## config.mk

```make
export PLATFORM = sky130hd
export DESIGN_NAME = sync_fifo_param
export DESIGN_NICKNAME = d
export VERILOG_FILES = /design/src/rtl/sync_fifo_param.sv
export SDC_FILE = /design/constraint.sdc
export NUM_CORES = 1
export LEC_CHECK = 0
export CAP_MARGIN = 20
export CORE_UTILIZATION = 56
export CTS_CLUSTER_DIAMETER = 40
export DETAILED_ROUTE_END_ITERATION = 6
export HOLD_SLACK_MARGIN = 0.02
export PLACE_DENSITY = 0.78
export SETUP_SLACK_MARGIN = 0.15
export SLEW_MARGIN = 10
export SYNTH_ARGS = -nofsm -noshare
export SYNTH_HDL_FRONTEND = slang
export SYNTH_SLANG_ARGS = --single-unit
export TNS_END_PERCENT = 10
```

## constraint.sdc

```tcl
create_clock -name clk -period 3 [get_ports clk]
set_clock_uncertainty 0.15 [all_clocks]
set_input_delay 0.45 -clock clk [delete_from_list [all_inputs] [get_ports clk]]
set_output_delay 0.45 -clock clk [all_outputs]
set_load 0.05 [all_outputs]
```

## src/rtl/sync_fifo_param.sv

```systemverilog
// rtl/sync_fifo_param.sv - single-clock parametrised FIFO with count, level flags, FWFT option, flush and sticky errors
module sync_fifo_param #(
  parameter int DATA_W   = 8,
  parameter int DEPTH    = 8,
  parameter int ADDR_W   = $clog2(DEPTH),
  parameter int AF_LEVEL = DEPTH - 2,
  parameter int AE_LEVEL = 2,
  parameter int FWFT     = 0
) (
  input  logic              clk,
  input  logic              rst,
  input  logic              signal_write,
  input  logic [DATA_W-1:0] write_data,
  input  logic              signal_read,
  input  logic              flush,
  input  logic              clr_err,
  output logic [DATA_W-1:0] read_data,
  output logic              full,
  output logic              empty,
  output logic              almost_full,
  output logic              almost_empty,
  output logic [ADDR_W:0]   count,
  output logic              overflow,
  output logic              underflow
);

  localparam logic [ADDR_W:0] DEPTH_C = (ADDR_W+1)'(DEPTH);
  localparam logic [ADDR_W:0] AF_C    = (ADDR_W+1)'(AF_LEVEL);
  localparam logic [ADDR_W:0] AE_C    = (ADDR_W+1)'(AE_LEVEL);

  logic [DATA_W-1:0] mem [DEPTH];
  logic [ADDR_W:0]   wptr;
  logic [ADDR_W:0]   rptr;
  logic [ADDR_W:0]   cnt;
  logic              wr_ok;
  logic              rd_ok;

  // Flags decode only the registered count, so no input reaches them combinationally.
  assign full         = (cnt == DEPTH_C);
  assign empty        = (cnt == '0);
  assign almost_full  = (cnt >= AF_C);
  assign almost_empty = (cnt <= AE_C);
  assign count        = cnt;

  assign wr_ok = signal_write & ~full & ~flush;
  assign rd_ok = signal_read & ~empty & ~flush;

  always_ff @(posedge clk or negedge rst) begin
    if (!rst) begin
      wptr <= '0;
      rptr <= '0;
      cnt  <= '0;
    end else if (flush) begin
      wptr <= '0;
      rptr <= '0;
      cnt  <= '0;
    end else begin
      if (wr_ok) wptr <= wptr + 1'b1;
      if (rd_ok) rptr <= rptr + 1'b1;
      if (wr_ok && !rd_ok)      cnt <= cnt + 1'b1;
      else if (rd_ok && !wr_ok) cnt <= cnt - 1'b1;
    end
  end

  // Set is evaluated after clear so a coincident error wins over clr_err.
  always_ff @(posedge clk or negedge rst) begin
    if (!rst) begin
      overflow  <= 1'b0;
      underflow <= 1'b0;
    end else begin
      if (clr_err) begin
        overflow  <= 1'b0;
        underflow <= 1'b0;
      end
      if (!flush && signal_write && full) overflow  <= 1'b1;
      if (!flush && signal_read && empty) underflow <= 1'b1;
    end
  end

  always_ff @(posedge clk) begin
    if (wr_ok) mem[wptr[ADDR_W-1:0]] <= write_data;
  end

  generate
    if (FWFT != 0) begin : g_fwft
      assign read_data = empty ? '0 : mem[rptr[ADDR_W-1:0]];
    end else begin : g_reg
      logic [DATA_W-1:0] rd_q;
      always_ff @(posedge clk or negedge rst) begin
        if (!rst)       rd_q <= '0;
        else if (rd_ok) rd_q <= mem[rptr[ADDR_W-1:0]];
      end
      assign read_data = rd_q;
    end
  endgenerate

endmodule

```

; ---- Yosys cells after proc, flatten, opt, wreduce, memory -nomap -nowiden
; Memories as Yosys holds them, arrays and structs flattened. A register that Yosys moved wholly into a read port is not among the register bits.
; Cells that the tools add are included.
[word_totals]
regBits = 14
mem_bits_rw = 64
in_bits = 14
wordCells = 48
memories = 1
[mem_list]
columns = name, depth, word_bits, read_ports, rd_ports_with_merged_regs, write_ports, line
row1 = mem, 8, 8, 1, 1, 1, 31  ; logic [DATA_W-1:0] mem [DEPTH];
[classes]
add_sub_neg = 4
n_lt_le_gt_ge = 2
eq_ne = 1
mux = 12
n_bitwise = 7
reduce_logical = 16
[ops]
columns = cell, count
row1 = 2-to-1 mux 4 bit, 7
row2 = adder 4 x 1 -> 4 bit (second input constant), 3
row3 = nonzero test 2 bit, 4
row4 = logical AND 1 bit, 6
row5 = 2-to-1 mux 1 bit, 5
row6 = AND 1 bit, 4
row7 = equality test 4 bit (second input constant), 1
row8 = >= comparator 4 x 3 -> 1 bit (second input constant), 1
row9 = <= comparator 4 x 2 -> 1 bit (second input constant), 1
row10 = zero test 1 bit, 4
row11 = zero test 4 bit, 1
row12 = subtractor 4 x 1 -> 4 bit (second input constant), 1
row13 = NOT 1 bit, 3
row14 = nonzero test 3 bit, 1

; ---- Longest topological paths before layout
[depth]
ltp_word = 9
ltp_mapped = 8
ltp_nobuf = 8

; ---- Worst setup path before layout
; OpenSTA, ideal clock, no wires.
[synth_timing]
path_type = reg2reg
start = reg cnt[0] (netlist: count[0])
end = reg cnt[2] (netlist: count[2])
setup_ns = 0.090
arrival_ns = 2.894
required_time_ns = 2.760
path_slack_ns = -0.134
stages_incl_launch_ff = 8
n_path_buf = 0
cell_sequence = dfrtp_1 or4_4 inv_1 o211ai_2 ha_1 xor2_1 or4b_1 o221ai_1
[synth_between]
elab_chain_cells = 8
word_cells_on_any_way = 18
classes_between = 2 x add/sub / 1 x eq/ne / 3 x mux / 6 x bitwise / 6 x reduce/logical
[synth_rtl]
columns = element, line
row1 = "start, declared", 34  ; logic [ADDR_W:0] cnt;
row2 = "start signal, assigned", 60  ; if (wr_ok && !rd_ok) cnt <= cnt + 1'b1;
row3 = "start signal, assigned", 61  ; else if (rd_ok && !wr_ok) cnt <= cnt - 1'b1;
row4 = zero test 4 bit (*), 40  ; assign empty = (cnt == '0);
row5 = named net empty, 19  ; output logic empty,
row6 = NOT 1 bit (*), 46  ; assign rd_ok = signal_read & ~empty & ~flush;
row7 = AND 1 bit (*) (2 in a row), 46
row8 = zero test 1 bit, 60
row9 = logical AND 1 bit, 60
row10 = 2-to-1 mux 4 bit, 60
row11 = 2-to-1 mux 4 bit, 53  ; end else if (flush) begin
; Mark *: on every way through the listed nets, which the timed path passes. The rest lies on a longest branch. The select of a mux whose other input is x is not followed.
; A chain may end at the register's enable or synchronous reset.

; ---- Worst setup path in the final report
[layout_timing]
start = reg cnt[0] (netlist: count[0])
end = reg cnt[3] (netlist: count[3])
[layout_between]
elab_chain_cells = 8
word_cells_on_any_way = 18
classes_between = 2 x add/sub / 1 x eq/ne / 3 x mux / 6 x bitwise / 6 x reduce/logical
[layout_rtl]
columns = element
row1 = "parallel branches: the longest is 8 deep, another holds subtractor 4 x 1 -> 4 bit"
; Parallel ways; which one is timed is not known. The select of a mux whose other input is x is not followed.

==> PnR_summary.wiki <==
{| class="wikitable"
! Metric !! Value
|-
| Register area share after synthesis || between 70 and 80%
|-
| Main combinational cell family by area after synthesis || multiplexers
|-
| Critical setup path kind || reg2reg
|-
| Total Nets Final || 276
|-
| EDFF count, synth || 64
|-
| Global-route wire length before repair || around 9.4 mm
|-
| Growth of design area from synthesis to finish || 19.9%
|-
| Num Clock Sinks || 84
|-
| Floorplan row count || 28
|-
| Post-detail-place hpwl || between 3 and 4 mm
|-
| Number of warnings reported in the yosys synthesis log || 0
|-
| Power density relative to cell area || around 880 nW/um2
|-
| Element type at the critical path end || register
|-
| Most common cell in the netlist || sky130_fd_sc_hd__edfxtp_1
|-
| Post-synthesis mux area share || 13.5%
|-
| Slew headroom || between 40% and 50%
|-
| Final design utilization || a little over two thirds
|-
| Path category of the worst min-delay check || reg2reg
|-
| RSZ-0062 raised after global routing || false
|-
| Number of antenna violations at the first check in global routing || 0
|-
| Leading post-synthesis cells by cell area || sky130_fd_sc_hd__edfxtp_1, sky130_fd_sc_hd__dfrtp_1, sky130_fd_sc_hd__mux4_2, sky130_fd_sc_hd__mux2i_1, sky130_fd_sc_hd__nor2_1
|-
| Slew Viols, Final || 0
|-
| Synth area leader || sky130_fd_sc_hd__edfxtp_1
|-
| Fmax || between 300 and 400 MHz
|-
| Insertion delay to the later sink of the worst-skew pair || 0.35 ns
|-
| Parity-gate share of the synthesized area counting xor and xnor cells || under 10%
|-
| Core region area || ~6000 um2
|-
| Total track usage || 20.9%
|-
| Signal arrival time at the worst endpoint || about 2.9 ns
|-
| Net Count, Synth || roughly 230
|-
| DRC violation count after routing || 0
|-
| Vias post-DR || between 1.5k and 2k
|-
| Critical Path Slowest Stage Cell || sky130_fd_sc_hd__or4_4
|-
| Wirelength, routed || 6.01 mm
|-
| Share of the clock period used by the worst path after layout || 92.5%
|-
| Vias in the first global route || 1,786
|-
| Number of antenna cells inserted || 0
|-
| Detailed-router iteration count before antenna repair || 4
|-
| Critical path cell sequence || or4_4 -> clkinvlp_4 -> o211ai_4 -> buf_4 -> ha_1 -> a21oi_1 -> nand2_1 -> mux2_4 -> a22oi_2
|-
| Finish-stage setup viols || 0
|-
| Syn_area_per_cell || approximately 17 um2
|-
| Htree depth || 3
|-
| Die Area || approximately 6500 um2
|-
| Global route overflow || 0
|-
| Average routed wire per standard cell || 17.8 um
|-
| Share of flip-flops with an asynchronous set or reset after synthesis || 23.8%
|-
| Last weighted congestion value of the routability-driven placer || roughly 0.81
|-
| Port Buffer Count || 31
|-
| Synthesized area || around 3500 um2
|-
| CP Launch Type || register
|-
| DP Cell Count || around 320
|-
| Root buffer cell || sky130_fd_sc_hd__clkbuf_8
|-
| Leakage power total || approximately 1.4 nW
|-
| Crit path max fanout || 9
|-
| Sum of negative setup slack || 0 ns
|-
| Fraction of the mapped netlist area in compound gates || 4.01%
|-
| Post-CTS setup repair buffer count || 0
|-
| DRC marker count from the first detailed-route iteration || approximately 200
|-
| Post-placement setup slack || 0.155 ns
|-
| Io pins || 32
|-
| Share of synthesized cell area in full adder, half adder and majority cells || ~2.0%
|-
| Final-report hold violation count || 0
|-
| Max rail drop VDD || between 0.0006 and 0.0007 V
|-
| Die height || 80.6 um
|-
| Required time reported for the critical path endpoint || 3.12 ns
|-
| Synth cell count leaders || sky130_fd_sc_hd__edfxtp_1, sky130_fd_sc_hd__dfrtp_1, sky130_fd_sc_hd__mux4_2, sky130_fd_sc_hd__nor2_1, sky130_fd_sc_hd__a21oi_1
|-
| Actual slew at the worst max-slew pin || around 0.88 ns
|-
| Buffer levels on the longest clock path || 2
|-
| Post-CTS Hold Buffers || 0
|-
| Clock edge transition at the registers on the reported setup and hold paths || roughly 0.09 ns
|-
| Number of vias per cell || between 5 and 6
|-
| Post-route total power || approximately 3.6 mW
|-
| Largest incremental delay on the critical path || around 0.6 ns
|-
| Ratio of cells with drive above 1 in the final layout || 22.1%
|-
| Slack of the critical path || 0.224 ns
|-
| Number of register bits inferred by synthesis || between 80 and 90
|-
| Status || finished clean
|-
| Synth Area in Simple Gates || 7.05%
|-
| Max-cap violation count || 0
|-
| Number of unique standard cell types used by synthesis || 35
|-
| X dimension of the die || between 80 and 90 um
|-
| Minimum period implied by the final worst setup slack || around 2.8 ns
|-
| Maximum number of pins on one net before global-route repair || 21
|-
| Number of nets with antenna violations after detailed routing || 0
|-
| Number of buffers added by the clock tree synthesis step || 9
|-
| Clock tree from TritonCTS || done
|-
| Filler-free cell count of the finished design || around 340
|-
| Initial core utilization || between 50% and 60%
|-
| Number of standard cells after synthesis || 208
|-
| Main flop type after synthesis || sky130_fd_sc_hd__edfxtp_1
|-
| Share of the synthesized area in the top cell type || 55.6%
|}
## per-stage QoR
step | hold slack [ns] | cell area [um2]
finish | 0.377 | 4150
detailed placement | 0.366 | 3950
floorplan | 0.00441 | 3480
global placement | 0.355 | 3950
global route | 0.420 | 4150
CTS | 0.386 | 4150
## where the power goes
| group | switching, mW | internal [mW] | leakage (nW) |
|---|---|---|---|
| sequential | 0.126 | 1.39 | 0.820 |
| clock | 0.405 | 0.390 | 0.0992 |
| combinational | 0.809 | 0.531 | 0.529 |
| total | 1.34 | 2.31 | 1.45 |
## metal layers
layer	track usage, %	wire (um)
met5	0	0
met4	8.75	79
met3	4.89	330
met2	30.2	2840
met1	30.4	2760
## worst max-delay path, delay by kind of cell (launching register included)
family,cells,cell delay [ns]
buf+inv,2,0.32
fa+ha+maj,1,0.33
compound gates,3,0.42
mux,1,0.31
flops,1,0.47
simple gates,2,0.72
## final timing paths
kind / endpoint / startpoint / cells after the start / slack [ns]
max: count[3]$_DFFE_PN0P_ / count[0]$_DFFE_PN0P_ / 9 / 0.22
min in group asynchronous: count[3]$_DFFE_PN0P_ / rst / 1 / 0.44
min reg2reg: read_data[5]$_DFFE_PN0P_ / read_data[5]$_DFFE_PN0P_ / 2 / 0.38
max reg2reg: count[3]$_DFFE_PN0P_ / count[0]$_DFFE_PN0P_ / 9 / 0.22
min: read_data[5]$_DFFE_PN0P_ / read_data[5]$_DFFE_PN0P_ / 2 / 0.38
max in group asynchronous: count[2]$_DFFE_PN0P_ / rst / 1 / 1.66
## state kept, by name (all words and copies together), names as in the netlist
signal     count
read_data      8
rptr           3
mem           64
wptr           3
underflow      1
overflow       1
count          4
## cells by family after synthesis
group	Yosys count
multiplexers	26
flip-flops	84
XOR/XNOR	5
AO/OA/AOI/OAI	22
AND/OR/NAND/NOR	49
buffers and inverters	17
adder cells (fa/ha/maj)	5
## final cells by class
class,count,area [um2]
Clock buffer,9,124
Clock inverter,7,75.1
Fill cell,402,1810
Inverter,9,37.5
Multi-Input combinational cell,107,972
Sequential cell,84,2430
Tap cell,75,93.8
Timing Repair Buffer,46,419
## placed cells by master (no fill, tap or decap), drive strengths merged, types with 2 or more instances in the layout
cell type / n
o22ai: 2
mux2: 2
nor3: 4
or4b: 2
nor2: 16
mux2i: 8
dfrtp: 20
nand3: 7
clkdlybuf4s50: 29
a21oi: 11
clkbuf: 9
nand4: 2
buf: 16
nand2: 9
ha: 4
nand2b: 4
inv: 10
mux4: 16
clkinv: 3
xor2: 5
edfxtp: 64
o21ai: 3
clkinvlp: 2
## what timing repair did
| action | 4_1_cts | 5_1_grt |
|---|---|---|
| hold endpoints to repair | 0 | 0 |
| gates resized for setup | 1 | 0 |
| endpoints found under the setup margin | 1 | 0 |
Power figures use the tool's default switching activity.
